## src/rtl/muldiv_pkg.sv

```systemverilog
// Shared types and constants for the multi-cycle multiply/divide unit.
package muldiv_pkg;

    typedef enum logic [1:0] {
        IDLE = 2'd0,
        RUN  = 2'd1,
        FIX  = 2'd2,
        DONE = 2'd3
    } state_t;

    localparam logic OP_MUL = 1'b0;
    localparam logic OP_DIV = 1'b1;

    localparam int ITER_COUNT = 32;
    localparam int CNT_W      = $clog2(ITER_COUNT);

    typedef logic [CNT_W-1:0] cnt_t;

endpackage

```

## src/rtl/mul_div_unit_if.sv

```systemverilog
// Operand/result bundle between the datapath sequencer (master) and mul_div_unit (slave).
// No backpressure: start is a request pulse, done a one-cycle result strobe.
interface mul_div_unit_if #(
    parameter int WIDTH = 32
);
    logic             start;
    logic             op;
    logic [WIDTH-1:0] a;
    logic [WIDTH-1:0] b;
    logic             busy;
    logic             done;
    logic [WIDTH-1:0] result_hi;
    logic [WIDTH-1:0] result_lo;
    logic             div_by_zero;

    modport master (
        output start, op, a, b,
        input  busy, done, result_hi, result_lo, div_by_zero
    );

    modport slave (
        input  start, op, a, b,
        output busy, done, result_hi, result_lo, div_by_zero
    );
endinterface

```

## src/rtl/muldiv_addsub.sv

```systemverilog
// Combinational W-bit adder/subtractor shared by the Booth step and the restoring trial subtract.
// Zero latency, no handshake.
module muldiv_addsub #(
    parameter int W = 33
) (
    input  logic [W-1:0] i_x,
    input  logic [W-1:0] i_y,
    input  logic         i_sub,
    output logic [W-1:0] o_sum
);
    assign o_sum = i_sub ? (i_x - i_y) : (i_x + i_y);
endmodule

```

## src/rtl/mul_div_unit.sv

```systemverilog
// Signed Booth multiply / restoring divide, one bit per clock: 33-cycle latency, 1 for DIV by zero or DIV
// without MULDIV_DIV_EN (which compiles in the divider). start is ignored unless idle; done is a 1-cycle pulse.
module mul_div_unit
    import muldiv_pkg::*;
#(
    parameter int WIDTH = 32
) (
    input  logic          Clock,
    input  logic          clear,
    mul_div_unit_if.slave mdu
);
    localparam cnt_t CNT_LAST = cnt_t'(ITER_COUNT - 1);

    state_t           r_state;
    state_t           w_next_state;
    cnt_t             r_cnt;
    logic             r_busy;
    logic             r_done;
    logic             r_short;
    logic             r_op;
    logic             r_q1;
    logic [WIDTH-1:0] r_hi;
    logic [WIDTH-1:0] r_lo;
    logic [WIDTH-1:0] r_opa;
    logic [WIDTH-1:0] r_res_hi;
    logic [WIDTH-1:0] r_res_lo;

    logic             w_accept;
    logic             w_short;
    logic             w_booth_add;
    logic             w_sub;
    logic [WIDTH:0]   w_x;
    logic [WIDTH:0]   w_y;
    logic [WIDTH:0]   w_sum;
    logic [WIDTH:0]   w_step;
    logic [WIDTH-1:0] w_fin_hi;
    logic [WIDTH-1:0] w_fin_lo;

`ifdef MULDIV_DIV_EN
    logic             r_neg_q;
    logic             r_neg_r;
    logic             r_dbz;
    logic [WIDTH-1:0] w_abs_a;
    logic [WIDTH-1:0] w_abs_b;

    assign w_short = (mdu.op == OP_DIV) && (mdu.b == '0);
    assign w_abs_a = mdu.a[WIDTH-1] ? -mdu.a : mdu.a;
    assign w_abs_b = mdu.b[WIDTH-1] ? -mdu.b : mdu.b;
`else
    assign w_short = (mdu.op == OP_DIV);
`endif

    // Short ops (no iterations) wait one cycle in IDLE with busy set, then jump straight to DONE.
    assign w_accept    = (r_state == IDLE) && !r_busy && mdu.start;
    assign w_booth_add = (r_lo[0] != r_q1);

    always_comb begin
        w_x   = {r_hi[WIDTH-1], r_hi};
        w_y   = {r_opa[WIDTH-1], r_opa};
        w_sub = r_lo[0] & ~r_q1;
`ifdef MULDIV_DIV_EN
        if (r_op == OP_DIV) begin
            w_x   = {r_hi, r_lo[WIDTH-1]};
            w_y   = {1'b0, r_opa};
            w_sub = 1'b1;
        end
`endif
    end

    muldiv_addsub #(.W(WIDTH + 1)) u_addsub (
        .i_x   (w_x),
        .i_y   (w_y),
        .i_sub (w_sub),
        .o_sum (w_sum)
    );

    assign w_step = w_booth_add ? w_sum : w_x;

    always_comb begin
        w_fin_hi = r_hi;
        w_fin_lo = r_lo;
`ifdef MULDIV_DIV_EN
        if ((r_state == FIX) && (r_op == OP_DIV)) begin
            if (r_neg_r) w_fin_hi = -r_hi;
            if (r_neg_q) w_fin_lo = -r_lo;
        end
`endif
    end

    always_ff @(posedge Clock) begin
        if (!clear) r_state <= IDLE;
        else        r_state <= w_next_state;
    end

    always_comb begin
        w_next_state = r_state;
        case (r_state)
            IDLE: begin
                if (r_short)                    w_next_state = DONE;
                else if (w_accept && !w_short)  w_next_state = RUN;
            end
            RUN:     if (r_cnt == CNT_LAST) w_next_state = FIX;
            FIX:     w_next_state = DONE;
            DONE:    w_next_state = IDLE;
            default: w_next_state = IDLE;
        endcase
    end

    always_ff @(posedge Clock) begin
        if (!clear) begin
            r_busy   <= 1'b0;
            r_done   <= 1'b0;
            r_short  <= 1'b0;
            r_cnt    <= '0;
            r_res_hi <= '0;
            r_res_lo <= '0;
        end else begin
            r_done  <= (w_next_state == DONE);
            r_short <= w_accept && w_short;
            if (w_accept)              r_busy <= 1'b1;
            else if (r_state == DONE)  r_busy <= 1'b0;
            if (w_accept)              r_cnt <= '0;
            else if (r_state == RUN)   r_cnt <= r_cnt + cnt_t'(1);
            if (w_next_state == DONE) begin
                r_res_hi <= w_fin_hi;
                r_res_lo <= w_fin_lo;
            end
        end
    end

    always_ff @(posedge Clock) begin
        if (!clear) begin
            r_op  <= OP_MUL;
            r_q1  <= 1'b0;
            r_hi  <= '0;
            r_lo  <= '0;
            r_opa <= '0;
`ifdef MULDIV_DIV_EN
            r_neg_q <= 1'b0;
            r_neg_r <= 1'b0;
`endif
        end else if (w_accept) begin
            r_op <= mdu.op;
            r_q1 <= 1'b0;
            if (mdu.op == OP_MUL) begin
                r_opa <= mdu.a;
                r_hi  <= '0;
                r_lo  <= mdu.b;
            end else begin
`ifdef MULDIV_DIV_EN
                r_neg_q <= mdu.a[WIDTH-1] ^ mdu.b[WIDTH-1];
                r_neg_r <= mdu.a[WIDTH-1];
                r_opa   <= w_abs_b;
                r_hi    <= w_short ? mdu.a : '0;
                r_lo    <= w_short ? '1 : w_abs_a;
`else
                r_opa <= '0;
                r_hi  <= '0;
                r_lo  <= '0;
`endif
            end
        end else if (r_state == RUN) begin
            if (r_op == OP_MUL) begin
                r_hi <= w_step[WIDTH:1];
                r_lo <= {w_step[0], r_lo[WIDTH-1:1]};
                r_q1 <= r_lo[0];
            end else begin
`ifdef MULDIV_DIV_EN
                // A set sign bit on the trial difference means |b| did not fit: keep the shifted remainder.
                r_hi <= w_sum[WIDTH] ? w_x[WIDTH-1:0] : w_sum[WIDTH-1:0];
                r_lo <= {r_lo[WIDTH-2:0], ~w_sum[WIDTH]};
`endif
            end
        end
    end

`ifdef MULDIV_DIV_EN
    always_ff @(posedge Clock) begin
        if (!clear)        r_dbz <= 1'b0;
        else if (w_accept) r_dbz <= 1'b0;
        else if (r_short)  r_dbz <= 1'b1;
    end

    assign mdu.div_by_zero = r_dbz;
`else
    assign mdu.div_by_zero = 1'b0;
`endif

    assign mdu.busy      = r_busy;
    assign mdu.done      = r_done;
    assign mdu.result_hi = r_res_hi;
    assign mdu.result_lo = r_res_lo;

endmodule
```

## src/flat_wrapper.sv

```systemverilog
// flat-port wrapper written by rule: the top's interface ports become plain ports
module mul_div_unit_flat import muldiv_pkg::*;
#(
    parameter int WIDTH = 32
)
  (Clock, clear, mdu_start, mdu_op, mdu_a, mdu_b, mdu_busy, mdu_done, mdu_result_hi, mdu_result_lo, mdu_div_by_zero);
  mul_div_unit_if #(.WIDTH(WIDTH)) mdu_i ();
  input  logic Clock;
  input  logic clear;
  input wire logic [$bits(mdu_i.start)-1:0] mdu_start;
  input wire logic [$bits(mdu_i.op)-1:0] mdu_op;
  input wire logic [$bits(mdu_i.a)-1:0] mdu_a;
  input wire logic [$bits(mdu_i.b)-1:0] mdu_b;
  output wire logic [$bits(mdu_i.busy)-1:0] mdu_busy;
  output wire logic [$bits(mdu_i.done)-1:0] mdu_done;
  output wire logic [$bits(mdu_i.result_hi)-1:0] mdu_result_hi;
  output wire logic [$bits(mdu_i.result_lo)-1:0] mdu_result_lo;
  output wire logic [$bits(mdu_i.div_by_zero)-1:0] mdu_div_by_zero;
  assign mdu_i.start = mdu_start;
  assign mdu_i.op = mdu_op;
  assign mdu_i.a = mdu_a;
  assign mdu_i.b = mdu_b;
  assign mdu_busy = mdu_i.busy;
  assign mdu_done = mdu_i.done;
  assign mdu_result_hi = mdu_i.result_hi;
  assign mdu_result_lo = mdu_i.result_lo;
  assign mdu_div_by_zero = mdu_i.div_by_zero;
  mul_div_unit #(.WIDTH(WIDTH)) u_core (.Clock(Clock), .clear(clear), .mdu(mdu_i));
endmodule
```

## config.mk

```make
export PLATFORM = sky130hd
export DESIGN_NAME = mul_div_unit_flat
export DESIGN_NICKNAME = d
export VERILOG_FILES = /design/src/rtl/muldiv_pkg.sv /design/src/rtl/mul_div_unit_if.sv /design/src/rtl/muldiv_addsub.sv /design/src/rtl/mul_div_unit.sv /design/src/flat_wrapper.sv
export SDC_FILE = /design/constraint.sdc
export NUM_CORES = 1
export LEC_CHECK = 0
export BUFFER_PORTS_ARGS = -buffer_cell sky130_fd_sc_hd__buf_4
export CAP_MARGIN = 20
export CORE_MARGIN = 8
export CORE_UTILIZATION = 49
export CTS_BUF_LIST = sky130_fd_sc_hd__clkbuf_16
export DETAILED_ROUTE_END_ITERATION = 8
export HOLD_SLACK_MARGIN = 0.1
export PLACE_DENSITY = 0.69
export SLEW_MARGIN = 25
export SYNTH_ARGS = -nofsm -noshare
export SYNTH_HDL_FRONTEND = slang
export SYNTH_SLANG_ARGS = --single-unit
```

## constraint.sdc

```tcl
create_clock -name Clock -period 6.7 [get_ports Clock]
set_input_delay 1.34 -clock Clock [delete_from_list [all_inputs] [get_ports Clock]]
set_output_delay 1.34 -clock Clock [all_outputs]
set_load 0.01 [all_outputs]
```

==> impl_metrics.ini <==
[final_layout]
antenna_cells = 0
areaGrowthSynthToFinish_pct = 17.3
drive_gt1_share_pct = 14.9
layoutNonFillerInstCount = 1533
finalNetCount = 1391

[cts]
clock_path_buffers = 2
cts_setup_buffers = 0
cts-hold-fix-buffers = 0
numCtsBuffers = 17
cts_max_level = 4
clkLatencyLatePin_ns = 0.43
cts_tree = built
clock-sinks = 172
cts_resized = 0
cts_root_buffer = clkbuf_16
path_clk_slew_ns = 0.07

[critical_path]
cp_slowest_cell = nor4_1
r2r_setup_slack_ns = 2.53
cp.required_ns = 7.03
worstPathArrival_ns = 4.50
ff2ff_path_depth = 16
slowest_delay_ns = 0.53
critPathMaxFanout = 7
critPathMostFrequentCell = a21oi_1
crit_chain = nor2_1, nor4b_1, and2_1, inv_1, nor4_1, a21oi_1, xnor2_1, ha_1, a21oi_1, o21a_1, o22ai_1, a211o_2, a31oi_1, xnor2_1, a21oi_1, a31o_2
critical_path_class = reg2reg
cp-start-kind = flip-flop
rr_startpoint = u_core.r_opa[2]
end_kind = flip-flop
r2r_end = u_core.r_hi[31]

[routing]
routed_wirelength_mm = 23.5
vias_per_cell = 5.48
vias = 8399
wl_per_cell_um = 15.3
drtIter0Drc = 483
drt-pass1-iter-count = 6
drc = 0
final_antenna_net_count = 0

[synthesis]
synthTopCellsByArea = dfxtp_1, nand2_1, a21boi_0, ha_1, o21ai_0
synth-seq-cells = 172
synthDistinctLibCells = 62
synth_ff_type = dfxtp_1
syn_area_per_cell_um2 = 7.71
yosys_warnings = 0
async_reset_ff_share_pct = 0
synth_edf_count = 0
syn_inst = 1207
synth_common_cells = nand2_1, dfxtp_1, o21ai_0
yosysTopAreaCellShare_pct = 37.0
yosys.cell_count.top_type = nand2_1
synth-seq-area-share_pct = 37.0
netlist_area_um2 = 9300
synth_area_leader_cell = dfxtp_1
syn-num-nets = 1312

[timing]
grt_setup_unrepaired = false
worstMarginPinSlew_ns = 0.851
fin_crit_sh_pct = 62.2
finalSetupViolations = 0
max_freq_mhz = 240
max-slew-margin-rel_pct = 43.3
slew_viol_final = 0
period_needed_ns = 4.17
fin_skew_ns = 0.0122
hold_viol = 0
setup_tns_ns = 0
timing.hold.ws_ns = 0.457

[die]
coreArea_um2 = 18600
die_h_um = 154
start_util_pct = 49.9
die_area_um2 = 23700
ios = 135
num_rows = 50
die_w_um = 154

[pwr]
power_mw = 3.10
pwr_density_cell_nw_per_um2 = 284
cellLeakagePower_nw = 4.67
ir_worst_vdd_v = 0.000174

[global_route]
grt_max_degree = 105
grt_usage_pct = 19.7
antenna_found_initial = 0
grt_pass1_wl_mm = 39.2
first_global_vias = 7786
overflow = 0

[place]
hpwlAfterDp_mm = 16.7
dp_cells = 1501
port_buffers = 133
place_congestion = 0.859

[hold_path]
min_to = u_core.r_q1
hp-start = u_core.r_q1
hold_path_class = reg2reg
hold_depth = 2

[run]
maxCapViolCount = 0

[status]
status = finished, final reports clean
==> cell type report <==
type,instances,area (um2)
fill,1770,7720
multi-input combinational,902,5350
sequential,172,3440
timing repair buffer,142,1070
clock buffer,17,425
tap,234,293
inverter,51,191
clock inverter,15,153
==> cell usage in the layout (no fill, tap or decap), types with 25 or more instances in the layout <==
master,count
nand2_1,254
dfxtp_1,172
buf_4,142
o21ai_0,85
a21oi_1,79
a21boi_0,67
nor2_1,56
inv_1,51
xnor2_1,47
and3_1,42
nand3_1,37
ha_1,36
a22o_1,25
==> metal layers <==
metal	track usage (%)	routed length, um
met1	28.2	11800
met3	3.87	1440
met4	4.29	192
met2	30.1	10100
met5	0	0
==> critical path: cells and delay by family, from the launching register on <==
| kind | cells | cell delay (ns) |
|---|---|---|
| fa+ha+maj | 1 | 0.37 |
| compound gates | 8 | 1.44 |
| flops | 1 | 0.35 |
| xor+xnor | 2 | 0.33 |
| buf+inv | 1 | 0.09 |
| simple gates | 4 | 1.46 |
==> how the worst max path moves through the flow <==
stage | from | to | slack (ns) | cells past startpoint
after detailed placement | u_core.r_opa[2] | u_core.r_hi[31] | 2.53 | 16
after CTS | u_core.r_opa[2] | u_core.r_hi[31] | 2.51 | 16
after global placement | u_core.r_opa[2] | u_core.r_hi[31] | 2.60 | 16
final | u_core.r_opa[2] | u_core.r_hi[31] | 2.53 | 16
after global routing | u_core.r_opa[2] | u_core.r_hi[31] | 2.13 | 16
after floorplan | u_core.r_opa[17] | u_core.r_hi[31] | 3.00 | 15
==> through the flow <==
| stage | area, um2 | utilization, % | setup WS, ns |
|---|---|---|---|
| final | 10900 | 58.6 | 2.53 |
| after global routing | 10900 | 58.6 | 2.13 |
| after CTS | 10900 | 58.6 | 2.51 |
| after detailed placement | 10300 | 55.5 | 2.53 |
| after global placement | 10300 | 55.5 | 2.60 |
| after floorplan | 9300 | - | 3.00 |
==> state kept, by name (all words and copies together), names as in the netlist <==
| name | count |
|---|---|
| u_core.r_q1 | 1 |
| u_core.mdu.busy | 1 |
| u_core.r_cnt | 5 |
| u_core.r_short | 1 |
| u_core.mdu.result_hi | 32 |
| u_core.r_lo | 32 |
| u_core.r_hi | 32 |
| u_core.r_op | 1 |
| u_core.r_opa | 32 |
| u_core.mdu.result_lo | 32 |
| u_core.r_state | 2 |
| u_core.mdu.done | 1 |
==> power by group <==
part | total, mW | leakage [nW] | internal, mW | switching [mW]
sequential | 1.14 | 1.40 | 1.08 | 0.0586
clock | 0.969 | 0.274 | 0.497 | 0.472
combinational | 0.989 | 3.00 | 0.405 | 0.584
==> kinds of logic after synthesis <==
| group | share of synthesized area, % |
|---|---|
| AO/OA/AOI/OAI | 24.2 |
| XOR/XNOR | 5.74 |
| adder cells (fa/ha/maj) | 5.06 |
| buffers and inverters | 5.80 |
| flip-flops | 37.0 |
| multiplexers | 0.646 |
| other | 0.0403 |
| AND/OR/NAND/NOR | 21.5 |
No activity file was read; power rests on OpenSTA's default activity.
